## config.mk

```make
export PLATFORM = sky130hd
export DESIGN_NAME = bpss_req_arbiter
export DESIGN_NICKNAME = d
export VERILOG_FILES = /design/src/rtl/lynxTypes.sv /design/src/rtl/bpss_arb_ord_fifo.sv /design/src/rtl/bpss_req_arbiter.sv
export SDC_FILE = /design/constraint.sdc
export NUM_CORES = 1
export LEC_CHECK = 0
export BUFFER_PORTS_ARGS = -buffer_cell sky130_fd_sc_hd__buf_2
export CAP_MARGIN = 20
export CORE_AREA = 2 2 188 190
export DETAILED_ROUTE_END_ITERATION = 10
export DIE_AREA = 0 0 190 192
export PLACE_DENSITY_LB_ADDON = 0.3
export REMOVE_ABC_BUFFERS = 1
export SETUP_SLACK_MARGIN = 0.02
export SKIP_LAST_GASP = 1
export SYNTH_ARGS = -nofsm -noshare
export SYNTH_HDL_FRONTEND = slang
export SYNTH_SLANG_ARGS = --single-unit
```

## constraint.sdc

```tcl
create_clock -name aclk -period 5.9 [get_ports aclk]
set_clock_uncertainty 0.1 [all_clocks]
set_input_delay 1.77 -clock aclk [delete_from_list [all_inputs] [get_ports aclk]]
set_output_delay 1.77 -clock aclk [all_outputs]
set_load 0.005 [all_outputs]
```

## src/rtl/lynxTypes.sv

```systemverilog
// Shared bypass-channel types and arbiter limits.
package lynxTypes;

  localparam int unsigned PID_BITS = 6;

  localparam int unsigned BPSS_ARB_MAX_REQ = 16;
  localparam int unsigned BPSS_ARB_ID_BITS = 4;

  // Host bypass request descriptor.
  typedef struct packed {
    logic [47:0]         vaddr;
    logic [27:0]         len;
    logic [PID_BITS-1:0] pid;
    logic [3:0]          dest;
    logic                ctl;
    logic                stream;
  } req_t;

  // Increment an index modulo n.
  function automatic int unsigned bpss_arb_wrap_inc(int unsigned idx, int unsigned n);
    return (idx + 1 >= n) ? 0 : idx + 1;
  endfunction

endpackage

```

## src/rtl/bpss_arb_ord_fifo.sv

```systemverilog
// Ordering FIFO of requester IDs; completions return in issue order so the head
// names the requester that owns the next completion.
module bpss_arb_ord_fifo #(
  parameter int unsigned IdW   = 2,
  parameter int unsigned Depth = 16
) (
  input  logic                     clk_i,
  input  logic                     rst_ni,
  input  logic                     push_i,
  input  logic [IdW-1:0]           push_id_i,
  input  logic                     pop_i,
  output logic [IdW-1:0]           head_o,
  output logic                     empty_o,
  output logic                     full_o,
  output logic [$clog2(Depth):0]   count_o
);

  localparam int unsigned AddrW = $clog2(Depth);

  logic [AddrW:0] wptr_q, wptr_d;
  logic [AddrW:0] rptr_q, rptr_d;
  logic [IdW-1:0] mem_q [Depth];
  logic           wr_en, rd_en;

  assign empty_o = (wptr_q == rptr_q);
  assign full_o  = (wptr_q[AddrW-1:0] == rptr_q[AddrW-1:0]) && (wptr_q[AddrW] != rptr_q[AddrW]);
  assign count_o = wptr_q - rptr_q;
  assign head_o  = mem_q[rptr_q[AddrW-1:0]];

  assign wr_en = push_i && !full_o;
  assign rd_en = pop_i && !empty_o;

  // Pointer advance; the extra MSB is the wrap bit separating full from empty.
  always_comb begin
    wptr_d = wptr_q + {{AddrW{1'b0}}, wr_en};
    rptr_d = rptr_q + {{AddrW{1'b0}}, rd_en};
  end

  // Pointer registers with synchronous reset.
  always_ff @(posedge clk_i) begin
    if (!rst_ni) begin
      wptr_q <= '0;
      rptr_q <= '0;
    end else begin
      wptr_q <= wptr_d;
      rptr_q <= rptr_d;
    end
  end

  // Storage needs no reset: entries are only read between push and pop.
  always_ff @(posedge clk_i) begin
    if (wr_en) begin
      mem_q[wptr_q[AddrW-1:0]] <= push_id_i;
    end
  end

endmodule

```

## src/rtl/bpss_req_arbiter.sv

```systemverilog
// Round-robin arbiter sharing one bypass request channel among N_REQ requesters,
// routing in-order completions back to the issuing requester.
module bpss_req_arbiter
  import lynxTypes::*;
#(
  parameter int unsigned N_REQ           = 4,
  parameter int unsigned MAX_OUTSTANDING = 16
) (
  input  logic                              aclk,
  input  logic                              aresetn,
  input  logic [N_REQ-1:0]                  s_req_valid,
  output logic [N_REQ-1:0]                  s_req_ready,
  input  logic [N_REQ*$bits(req_t)-1:0]     s_req_data,
  output logic                              m_req_valid,
  input  logic                              m_req_ready,
  output logic [$bits(req_t)-1:0]           m_req_data,
  input  logic                              s_done_valid,
  output logic                              s_done_ready,
  input  logic [PID_BITS-1:0]               s_done_pid,
  output logic [N_REQ-1:0]                  m_done_valid,
  input  logic [N_REQ-1:0]                  m_done_ready,
  output logic [PID_BITS-1:0]               m_done_pid,
  output logic [$clog2(MAX_OUTSTANDING):0]  outstanding,
  output logic                              err_unexp_done
);

  localparam int unsigned ReqW = $bits(req_t);
  localparam int unsigned IdW  = $clog2(N_REQ);

  logic [ReqW-1:0] req_arr [N_REQ];
  logic            m_req_valid_q, m_req_valid_d;
  logic [ReqW-1:0] m_req_data_q, m_req_data_d;
  logic [IdW-1:0]  rr_ptr_q, rr_ptr_d;
  logic            err_q, err_d;

  logic            win_found;
  logic [IdW-1:0]  win_idx;
  int unsigned     cand;
  logic [IdW-1:0]  cand_idx;
  logic            loadable, grant;

  logic [IdW-1:0]  head;
  logic            fifo_empty, fifo_full;
  logic            done_hs, pop, unexp;

  for (genvar i = 0; i < N_REQ; i++) begin : g_unpack
    assign req_arr[i] = s_req_data[i*ReqW +: ReqW];
  end

  // First asserted requester searching upward from rr_ptr, wrapping at N_REQ.
  always_comb begin
    win_found = 1'b0;
    win_idx   = '0;
    cand      = 0;
    cand_idx  = '0;
    for (int unsigned off = 0; off < N_REQ; off++) begin
      cand = 32'(rr_ptr_q) + off;
      if (cand >= N_REQ) cand = cand - N_REQ;
      cand_idx = IdW'(cand);
      if (!win_found && s_req_valid[cand_idx]) begin
        win_found = 1'b1;
        win_idx   = cand_idx;
      end
    end
  end

  // Grant only on registered occupancy, so a pop frees a slot one cycle later.
  assign loadable = !m_req_valid_q || m_req_ready;
  assign grant    = aresetn && loadable && win_found && !fifo_full;

  // Combinational accept for the winner only.
  always_comb begin
    s_req_ready = '0;
    if (grant) s_req_ready[win_idx] = 1'b1;
  end

  // Completion routing to the FIFO head; an empty FIFO swallows the completion.
  always_comb begin
    m_done_valid = '0;
    s_done_ready = 1'b0;
    if (aresetn) begin
      if (fifo_empty) begin
        s_done_ready = 1'b1;
      end else begin
        m_done_valid[head] = s_done_valid;
        s_done_ready       = m_done_ready[head];
      end
    end
  end

  assign done_hs    = s_done_valid && s_done_ready;
  assign pop        = done_hs && !fifo_empty;
  assign unexp      = done_hs && fifo_empty;
  assign m_done_pid = s_done_pid;

  // Next state for the output register, round-robin pointer and sticky error.
  always_comb begin
    m_req_valid_d = m_req_valid_q;
    m_req_data_d  = m_req_data_q;
    rr_ptr_d      = rr_ptr_q;
    err_d         = err_q || unexp;
    if (grant) begin
      m_req_valid_d = 1'b1;
      m_req_data_d  = req_arr[win_idx];
      rr_ptr_d      = IdW'(bpss_arb_wrap_inc(32'(win_idx), N_REQ));
    end else if (m_req_ready) begin
      m_req_valid_d = 1'b0;
    end
  end

  // State registers with synchronous active-low reset.
  always_ff @(posedge aclk) begin
    if (!aresetn) begin
      m_req_valid_q <= 1'b0;
      m_req_data_q  <= '0;
      rr_ptr_q      <= '0;
      err_q         <= 1'b0;
    end else begin
      m_req_valid_q <= m_req_valid_d;
      m_req_data_q  <= m_req_data_d;
      rr_ptr_q      <= rr_ptr_d;
      err_q         <= err_d;
    end
  end

  assign m_req_valid    = m_req_valid_q;
  assign m_req_data     = m_req_data_q;
  assign err_unexp_done = err_q;

  bpss_arb_ord_fifo #(
    .IdW   (IdW),
    .Depth (MAX_OUTSTANDING)
  ) u_ord_fifo (
    .clk_i     (aclk),
    .rst_ni    (aresetn),
    .push_i    (grant),
    .push_id_i (win_idx),
    .pop_i     (pop),
    .head_o    (head),
    .empty_o   (fifo_empty),
    .full_o    (fifo_full),
    .count_o   (outstanding)
  );

endmodule

```

==> results of run 1 <==
## critical path, stage by stage
cell,delay (ps)
buf_2,120
or2_1,270
or3_1,390
o2111ai_4,130
inv_4,200
and2_1,270
buf_2,140
## cells in the final DEF, fill, tap and decap left out, drive strengths merged, types with 2 or more instances in the layout
cell        n
buf       479
nand2     366
nand3     187
dfxtp     102
and3       88
a31o       88
edfxtp     32
nor2       26
inv        23
clkbuf     17
ha         13
and2        9
mux2i       7
nor3        7
xnor2       6
mux4        6
clkinv      6
nand2b      5
xor2        4
a21o        4
nor2b       4
a21oi       3
o21ai       3
diode       2
nand4       2
o32ai       2
a311o       2
clkinvlp    2
mux2        2
o221ai      2
## stage by stage
step / hold WS [ps] / instance area, sq um
after floorplan: 360 / 7680
after global placement: 352 / 10700
after detailed placement: 364 / 10700
final: 374 / 11300
after global routing: 398 / 11300
after CTS: 382 / 11300
## sequential cells by signal (all words and copies together) (netlist names)
name               cells
err_unexp_done         1
m_req_data            88
u_ord_fifo.wptr_q      5
rr_ptr_q               2
u_ord_fifo.mem_q      32
u_ord_fifo.rptr_q      5
m_req_valid            1
## path summary, 6_finish.rpt
kind | to | start | cells past startpoint | slack (ps)
setup / recovery | s_req_ready[1] | s_req_valid[3] | 7 | 710
hold / removal | err_unexp_done | err_unexp_done | 2 | 370
setup reg to reg | u_ord_fifo.rptr_q[4] | u_ord_fifo.rptr_q[2] | 12 | 2690
hold reg to reg | err_unexp_done | err_unexp_done | 2 | 370
## routing by layer
metal	up-vias	GRT usage (%)	share of wire [%]
met2	320	30.6	50
met1	4386	20.5	42
met4	2	6.35	2.3
li1	4590	-	-
met3	43	4.59	6.2
met5	-	0	0.034
## synthesized netlist by cell type, drive strengths merged, types with 7 or more instances
| library cell | count |
|---|---|
| and3 | 88 |
| clkbuf | 47 |
| mux2i | 7 |
| edfxtp | 32 |
| dfxtp | 102 |
| buf | 51 |
| nand2 | 366 |
| nor3 | 7 |
| ha | 13 |
| nor2 | 26 |
| inv | 13 |
| and2 | 9 |
| nand3 | 187 |
| a31o | 88 |
## layout make-up
type | count | area [sq um]
diodes | 2 | 5.00
clock buffers | 17 | 425
fillers | 3733 | 23000
clock inverters | 15 | 130
well taps | 455 | 569
flip-flops and latches | 134 | 3000
multi-input cells | 848 | 4650
inverters | 16 | 68.8
repair buffers | 479 | 2440
## power groups by stage
| stage | clock [W] | combinational [W] | sequential (W) |
|---|---|---|---|
| floorplan | 0 | 0.000592 | 0.00116 |
| finish | 0.00104 | 0.00102 | 0.00113 |
| global route | 0.00112 | 0.00114 | 0.00114 |
| CTS | 0.00107 | 0.00104 | 0.00113 |
| detailed placement | 0 | 0.00104 | 0.00115 |
| global placement | 0 | 0.00103 | 0.00114 |
## cells by family (layout without fill, tap and decap cells)
logic type | after synthesis | count (layout)
AOI/OAI and AO/OA | 110 | 110
xor gates and xnor gates | 10 | 10
adders and majority gates | 14 | 14
buffers and inverters | 114 | 527
DFF | 134 | 134
muxes | 15 | 15
other | 0 | 2
and+or+nand+nor | 699 | 699
==> run_results.csv, run 1 <==
group,metric,value,unit
outcome,status,"complete, no violations",
grt,grtUsageTotal,17.5,%
hold_path,hp-class,"reg -> reg",
clock_tree,holdBufCountCts,0,
grt,grt_pass1_wl,49800,um
yosys,synth.ff_latch_count,134,
yosys,synthSimpleGateAreaFrac,38.8,%
routing,wl_per_cell,16.7,um
die,die_area,36500,sq um
pwr,switching_share,35.4,%
timing,setup_slack,706,ps
job,cap_violations,0,
placed_design,dp_hpwl,23900,um
yosys,yosysWarnings,0,
pwr,ir_drop,0.000190,V
yosys,async_flop_share,0,%
pwr,combPwrFrac,32.1,%
placed_design,place_inst,1932,
die,rows,68,
timing,min_period,5190,ps
yosys,synthAdderAreaFrac,2.25,%
yosys,syn_area_per_cell,7.42,sq um
finish,drive_above_1_share,38.4,%
setup_path,endpoint_kind,"primary output",
finish,nets,1880,
pwr,pwr-share-seq,35.4,%
yosys,synth-edff-count,32,
yosys,synth_area_leaders,"dfxtp_1 25%, nand2_1 17%, edfxtp_1 12%, nand3_1 12%, and3_1 6.8%",
timing,rsz0062_at_grt,"false",
routing,firstDrtPassIters,7,
finish,syn_to_final_growth,38.8,%
finish,post-route-util,32.9,%
clock_tree,cts_buffers,17,
clock_tree,path_clk_slew,70,ps
yosys,synth-compound-area-share,11.7,%
timing,finalSetupViolations,0,
pwr,net-switching-power,0.00113,W
timing,period_share,88.0,%
die,dieWidth,190,um
yosys,synth_area_leader_cell,"dfxtp_1",
setup_path,critPathKind,"in -> out",
clock_tree,cts_sinks,134,
placed_design,port_buffers,467,
placed_design,gp_congestion,0.809,
timing,fmax,193,MHz
clock_tree,clock_latency,430,ps
yosys,syn_area,8130,sq um
routing,drt_iter0_markers,393,
die,die_y,192,um
die,io_pins,480,
grt,gr-total-overflow,0,
grt,grt_pass1_vias,9102,
yosys,synthXorXnorAreaFrac,1.08,%
clock_tree,cts.repair.resized,0,
yosys,ys.flop_type,"dfxtp_1",
pwr,p_clk_share,32.6,%
pwr,leakage,5.78,nW
yosys,synth_mux_area_share,2.98,%
grt,grt_max_degree,177,
routing,ant_nets,0,
routing,drc,0,
grt,antenna_found_initial,4,
setup_path,path_max_fanout,34,
timing,drv_slew,0,
yosys,synth.distinct_cells,50,
pwr,powerDensity,282,nW/um^2
clock_tree,clockBufferDepth,2,
clock_tree,cts_root_buf,"clkbuf_16",
die,core,34300,sq um
routing,wl,32800,um
clock_tree,cts_tree,"built",
clock_tree,cts_setup_buffers,0,
timing,worst_pin_slew,1060,ps
finish,fin_cells,1966,
yosys,ys_seq_area_share,36.9,%
clock_tree,htreeDepth,4,
pwr,report.power.total,0.00319,W
setup_path,startpoint_type,"input port",
routing,num_vias,9341,
setup_path,critPathRequiredTime,4030,ps
yosys,synth_top_family_by_area,"simple AND/OR/NAND/NOR gates",
die,initial_core_util,23.7,%
routing,via_per_inst,4.75,
timing,setup-tns-final,0,ps
setup_path,arrival,3320,ps
timing,hold_viol_final,0,
yosys,synth_cells,1096,
placed_design,pre_cts_ws,684,ps
timing,slew_headroom,29.2,%
pwr,power.internal,0.00206,W
yosys,synth_top_cell_area_share,25.1,%
(Power assumes the default switching activity.)
==> inputs of run 2 (changes only) <==
--- a/config.mk
+++ b/config.mk
@@ -5,11 +5,12 @@
 export SDC_FILE = /design/constraint.sdc
 export NUM_CORES = 1
 export LEC_CHECK = 0
+export ABC_AREA = 1
 export BUFFER_PORTS_ARGS = -buffer_cell sky130_fd_sc_hd__buf_2
 export CAP_MARGIN = 20
-export CORE_AREA = 2 2 188 190
+export CORE_AREA = 2 2 185 187
 export DETAILED_ROUTE_END_ITERATION = 10
-export DIE_AREA = 0 0 190 192
+export DIE_AREA = 0 0 187 189
 export PLACE_DENSITY_LB_ADDON = 0.3
 export REMOVE_ABC_BUFFERS = 1
 export SETUP_SLACK_MARGIN = 0.02
==> run 2 against run 1 <==
  * Count of clock-buffer cells in the layout rose by 1
  * Die area shrank 3.1%
  * Power is 110% higher
  * Cell count grew 13%
  * Clock power barely moved
==> run_results.csv, run 2 <==
group,metric,value,unit
setup_path,crit_start,"s_req_valid[3]",
clock_tree,clockBufferDepth,2,
grt,grt_pass1_wl,54600,um
job,cap_violations,0,
placed_design,dp_hpwl,25100,um
clock_tree,cts_setup_buffers,0,
setup_path,endpoint_kind,"primary output",
die,die_area,35300,sq um
grt,grt_max_degree,177,
placed_design,dpl-instance-area,11200,sq um
finish,finalInstanceArea,11800,sq um
finish,fin_cells,2217,
die,dieWidth,187,um
pwr,leakage,6.30,nW
setup_path,critPathKind,"in -> out",
grt,grt_pass1_vias,10300,
finish,largest_reg_flops,88,
timing,drv_slew,0,
pwr,powerDensity,579,nW/um^2
finish,final_common_cell,"nand3_1",
clock_tree,clock_latency,410,ps
grt,gr-total-overflow,0,
timing,slew_headroom,35.6,%
routing,via_per_inst,4.85,
timing,period_share,92.4,%
finish,post-route-util,35.5,%
die,rows,67,
yosys,ys.flop_type,"dfxtp_1",
routing,drc,0,
timing,setup-tns-final,0,ps
finish,fillCellCount,3741,
yosys,synth_cells,1367,
yosys,async_flop_share,0,%
setup_path,path_common_cell,"inv_1",
routing,ant_nets,0,
clock_tree,cts_sinks,134,
yosys,synth_top_cell_area_share,30.0,%
timing,worst_pin_slew,966,ps
routing,wl_per_cell,15.8,um
die,core,33300,sq um
finish,multi_input_area,4870,sq um
routing,wl,35000,um
clock_tree,cts_tree,"built",
die,die_y,189,um
setup_path,rr_startpoint,"u_ord_fifo.rptr_q[1]",
yosys,synth.distinct_cells,26,
setup_path,startpoint_type,"input port",
timing,min_period,5450,ps
clock_tree,path_clk_slew,60,ps
pwr,ir_drop,0.000480,V
grt,antenna_found_initial,8,
placed_design,port_buffers,467,
routing,firstDrtPassIters,5,
setup_path,cp_slowest_cell,"buf_4",
yosys,synth_area_leader_cell,"nand3_1",
setup_path,critPathMaxStageDelay,230,ps
yosys,yosys-top-cells-count,"528 x nand3_1, 379 x nand2_1, 102 x dfxtp_1",
hold_path,hp-class,"reg -> reg",
routing,num_vias,10700,
die,initial_core_util,26.4,%
finish,drive_above_1_share,29.6,%
die,io_pins,480,
setup_path,critPathRequiredTime,4030,ps
clock_tree,htreeDepth,4,
yosys,syn_area_per_cell,6.43,sq um
finish,mostFrequentLayoutCells,"528 x nand3_1, 466 x buf_2, 377 x nand2_1",
finish,syn_to_final_growth,34.2,%
finish,seq_area,3000,sq um
outcome,status,"complete, no violations",
placed_design,place_inst,2179,
timing,finalSetupViolations,0,
yosys,ys_seq_area_share,34.1,%
clock_tree,cts.repair.resized,0,
setup_path,path_max_fanout,19,
placed_design,gp_congestion,0.904,
yosys,syn_area,8800,sq um
timing,fmax,183,MHz
yosys,synth_area_leaders,"nand3_1 30%, dfxtp_1 23%, nand2_1 16%, edfxtp_1 11%, inv_1 3.5%",
timing,rsz0062_at_grt,"false",
clock_tree,holdBufCountCts,0,
setup_path,arrival,3580,ps
grt,grtUsageTotal,19.2,%
yosys,yosysWarnings,0,
finish,nets,2134,
setup_path,path_cells,"buf_2, inv_1, nand2_1, nand3_1, nand2_2, nor2_4, nand3_2, nand2_8, nand2_8, inv_1, buf_4, ha_1, inv_1, nor2_1, buf_2",
timing,hold_viol_final,0,
yosys,synth-edff-count,32,
routing,drt_iter0_markers,617,
hold_path,worstHoldStart,"err_unexp_done",
yosys,synth.ff_latch_count,134,
clock_tree,cts_root_buf,"clkbuf_16",
yosys,yosysMostFrequentCell,"nand3_1",
clock_tree,cts_buffers,17,
## run 2: cell count changes in the layout (fill, tap and decap cells not counted), sizes merged, moves of 9 or more
cell / delta
nand3: +342
a31o: -88
and3: -88
inv: +64
nor2: +21
nand2: +18
nand3b: +17
o21ai: +13
and2: -9
## run 2: critical path, delay by kind of cell
family | cells | cell delay [ps]
AND/OR/NAND/NOR | 8 | 920
buffers and inverters | 6 | 700
adder cells (fa/ha/maj) | 1 | 180
## run 2: logic make-up after synthesis
group,count (synthesis),share of synthesized area (%)
DFF,134,34.1
xor gates and xnor gates,7,0.697
AOI/OAI and AO/OA,26,1.51
adders and majority gates,14,2.08
and+or+nand+nor,982,50.5
buffers and inverters,204,11.1
## run 2: path summary, 6_finish.rpt
check | endpoint | slack, ps | depth (start not counted)
worst min register to register | err_unexp_done | 350 | 2
worst min-delay path | err_unexp_done | 350 | 2
worst max register to register | u_ord_fifo.mem_q[14][0] | 1670 | 10
worst max-delay path | s_req_ready[1] | 450 | 15
## run 2: cell type report
type,count,area share [%]
Antenna cell,6,0.127
Sequential cell,134,25.4
Timing Repair Buffer,482,20.9
Inverter,86,2.78
Clock buffer,18,3.64
Clock inverter,14,1.13
Multi-Input combinational cell,1029,41.2
Tap cell,448,4.75
## run 2: stage by stage
step | hold WS (ps) | setup WS (ps) | total power, W
6_report | 350 | 449 | 0.00683
5_1_grt | 383 | 250 | 0.00753
4_1_cts | 354 | 441 | 0.00693
3_5_place_dp | 344 | 446 | 0.00585
3_3_place_gp | 352 | 519 | 0.00579
2_1_floorplan | 347 | -4510 | 0.00437
## run 2: report_power, final
part / switching [W] / internal, W / leakage, nW
Clock: 0.000426 / 0.000618 / 0.267
Sequential: 0.000157 / 0.00131 / 1.14
Combinational: 0.00292 / 0.00140 / 4.90
## run 2: metal layers
metal	vias up	global-route usage, %	wire, um
met4	2	7.08	973
met1	4988	23.5	14800
met3	53	4.82	2420
li1	5314	-	-
met2	386	32.5	16800
met5	-	0	11
==> inputs of run 3 (changes only) <==
--- a/config.mk
+++ b/config.mk
@@ -8,9 +8,9 @@
 export ABC_AREA = 1
 export BUFFER_PORTS_ARGS = -buffer_cell sky130_fd_sc_hd__buf_2
 export CAP_MARGIN = 20
-export CORE_AREA = 2 2 185 187
+export CORE_AREA = 2 2 186 188
 export DETAILED_ROUTE_END_ITERATION = 10
-export DIE_AREA = 0 0 187 189
+export DIE_AREA = 0 0 188 190
 export PLACE_DENSITY_LB_ADDON = 0.3
 export REMOVE_ABC_BUFFERS = 1
 export SETUP_SLACK_MARGIN = 0.02
==> run 3 against run 2 <==
  * First-iteration DRC count shrank 0.97%
  * Largest power group unchanged
  * Count of clock-buffer cells in the layout shrank 1
  * Die area grew 1.1%
  * Wire length shrank 1.1%
  * Sequential power is essentially flat
  * Power grew 0.97%
  * Critical path type unchanged
  * Largest cell class unchanged
  * Critical endpoint is now s_req_ready[2]
==> run_results.csv, run 3 (synthesis gave the netlist of run 2 again) <==
group,metric,value,unit
finish,drive_above_1_share,30.0,%
clock_tree,cts_setup_buffers,0,
clock_tree,cts_buffers,17,
pwr,powerDensity,581,nW/um^2
pwr,pwr-share-seq,21.1,%
setup_path,ff2ff_path_depth,12,
grt,top_usage_layer,"met2",
routing,via_per_inst,4.84,
die,io_pins,480,
grt,antenna_found_initial,6,
grt,use_met1,22.5,%
routing,num_vias,10800,
timing,fmax,189,MHz
clock_tree,cts_root_buf,"clkbuf_16",
setup_path,rr_startpoint,"rr_ptr_q[0]",
finish,mostFrequentLayoutCells,"528 x nand3_1, 466 x buf_2, 377 x nand2_1",
job,cap_violations,0,
setup_path,startpoint_type,"input port",
clock_tree,cts.repair.resized,0,
finish,syn_to_final_growth,34.9,%
routing,firstDrtPassIters,5,
die,core,33900,sq um
clock_tree,clockBufferDepth,2,
timing,rsz0062_at_grt,"false",
pwr,combPwrFrac,62.5,%
grt,grt_util_met2,31.9,%
timing,slew_headroom,31.9,%
pwr,leakage,6.33,nW
die,die_y,190,um
hold_path,hp-class,"reg -> reg",
finish,final_common_cell,"nand3_1",
grt,grtUsageTotal,18.9,%
grt,grt_pass1_vias,10300,
clock_tree,holdBufCountCts,0,
finish,fin_cells,2226,
setup_path,arrival,3430,ps
grt,met3_usage,4.91,%
routing,ant_nets,0,
finish,post-route-util,35.0,%
routing,drc,0,
clock_tree,path_clk_slew,70,ps
placed_design,dp_hpwl,25200,um
placed_design,dpl-instance-area,11200,sq um
finish,finalInstanceArea,11900,sq um
die,die_area,35700,sq um
clock_tree,cts_tree,"built",
timing,period_share,89.8,%
setup_path,timing.rr.end,"m_req_data[67]",
timing,min_period,5300,ps
clock_tree,htreeDepth,4,
setup_path,timing.reg2reg.setup_slack,1980,ps
grt,gr-total-overflow,0,
timing,worst_pin_slew,1020,ps
pwr,power.internal,0.00337,W
finish,nets,2136,
setup_path,critPathRequiredTime,4030,ps
timing,setup-tns-final,0,ps
timing,drv_slew,0,
die,initial_core_util,25.9,%
finish,largest_reg_flops,88,
routing,wl,34700,um
pwr,net-switching-power,0.00353,W
pwr,p_clk_share,16.4,%
setup_path,path_max_fanout,12,
setup_path,crit_start,"s_req_valid[3]",
setup_path,endpoint_kind,"primary output",
grt,grt_pass1_wl,53900,um
die,rows,68,
outcome,status,"complete, no violations",
timing,finalSetupViolations,0,
placed_design,place_inst,2188,
routing,drt_iter0_markers,611,
placed_design,gp_congestion,0.850,
setup_path,crit_path_end,"s_req_ready[2]",
clock_tree,cts_sinks,134,
timing,hold_viol_final,0,
clock_tree,clock_latency,420,ps
setup_path,critPathKind,"in -> out",
die,dieWidth,188,um
pwr,switching_share,51.1,%
placed_design,port_buffers,467,
grt,grt_max_degree,98,
pwr,ir_drop,0.000466,V
routing,wl_per_cell,15.6,um
-- run 3: changes by cell type in the layout (fill, tap and decap cells not counted), sizes merged --
cell	delta
buf	+2
clkbuf	-1
clkinv	-4
inv	+4
bufinv	+1
-- run 3: worst min-delay path by stage --
stage / start / end / slack [ps] / cells past startpoint
after global routing: m_req_data[47] / m_req_data[47] / 380 / 2
after detailed placement: err_unexp_done / err_unexp_done / 350 / 2
final: err_unexp_done / err_unexp_done / 350 / 2
after global placement: err_unexp_done / err_unexp_done / 350 / 2
after CTS: err_unexp_done / err_unexp_done / 360 / 2
after floorplan: err_unexp_done / err_unexp_done / 350 / 2
-- run 3: cell type report --
type                    count  area [sq um]
well taps                 455           569
flip-flops and latches    134          3000
repair buffers            484          2470
multi-input cells        1029          4870
clock buffers              17           425
fillers                  3749         22100
clock inverters            15           190
diodes                      6          15.0
inverters                  86           327
-- run 3: power by group through the flow --
stage / sequential, W / combinational (W) / clock [W]
2_1_floorplan: 0.00149 / 0.00288 / 0
3_3_place_gp: 0.00146 / 0.00431 / 0
3_5_place_dp: 0.00147 / 0.00435 / 0
4_1_cts: 0.00146 / 0.00437 / 0.00117
5_1_grt: 0.00149 / 0.00489 / 0.00121
6_report: 0.00146 / 0.00431 / 0.00113
-- run 3: metal layers --
metal | share of wire [%] | vias up | wire, um
met5 | 0 | - | 0
met4 | 3.3 | 0 | 1160
met3 | 7.1 | 73 | 2470
met2 | 48 | 413 | 16800
met1 | 41 | 4971 | 14200
li1 | - | 5320 | -
-- run 3: critical path, stage by stage --
cell,delay [ps]
buf_2,110
inv_1,70
nand2_1,60
nand3_1,160
nand2_2,110
nor2_4,160
nand3_2,140
nand3_1,150
nand2_4,140
inv_4,120
ha_1,140
inv_1,40
nor2_1,100
buf_2,150
-- run 3: per-stage QoR --
stage                     setup slack (ps)  hold slack, ps  total power (W)
after floorplan                      -4510             347          0.00437
after global placement                 580             349          0.00577
after detailed placement               566             345          0.00582
after CTS                              553             356          0.00699
after global routing                   380             385          0.00759
final                                  599             352          0.00690
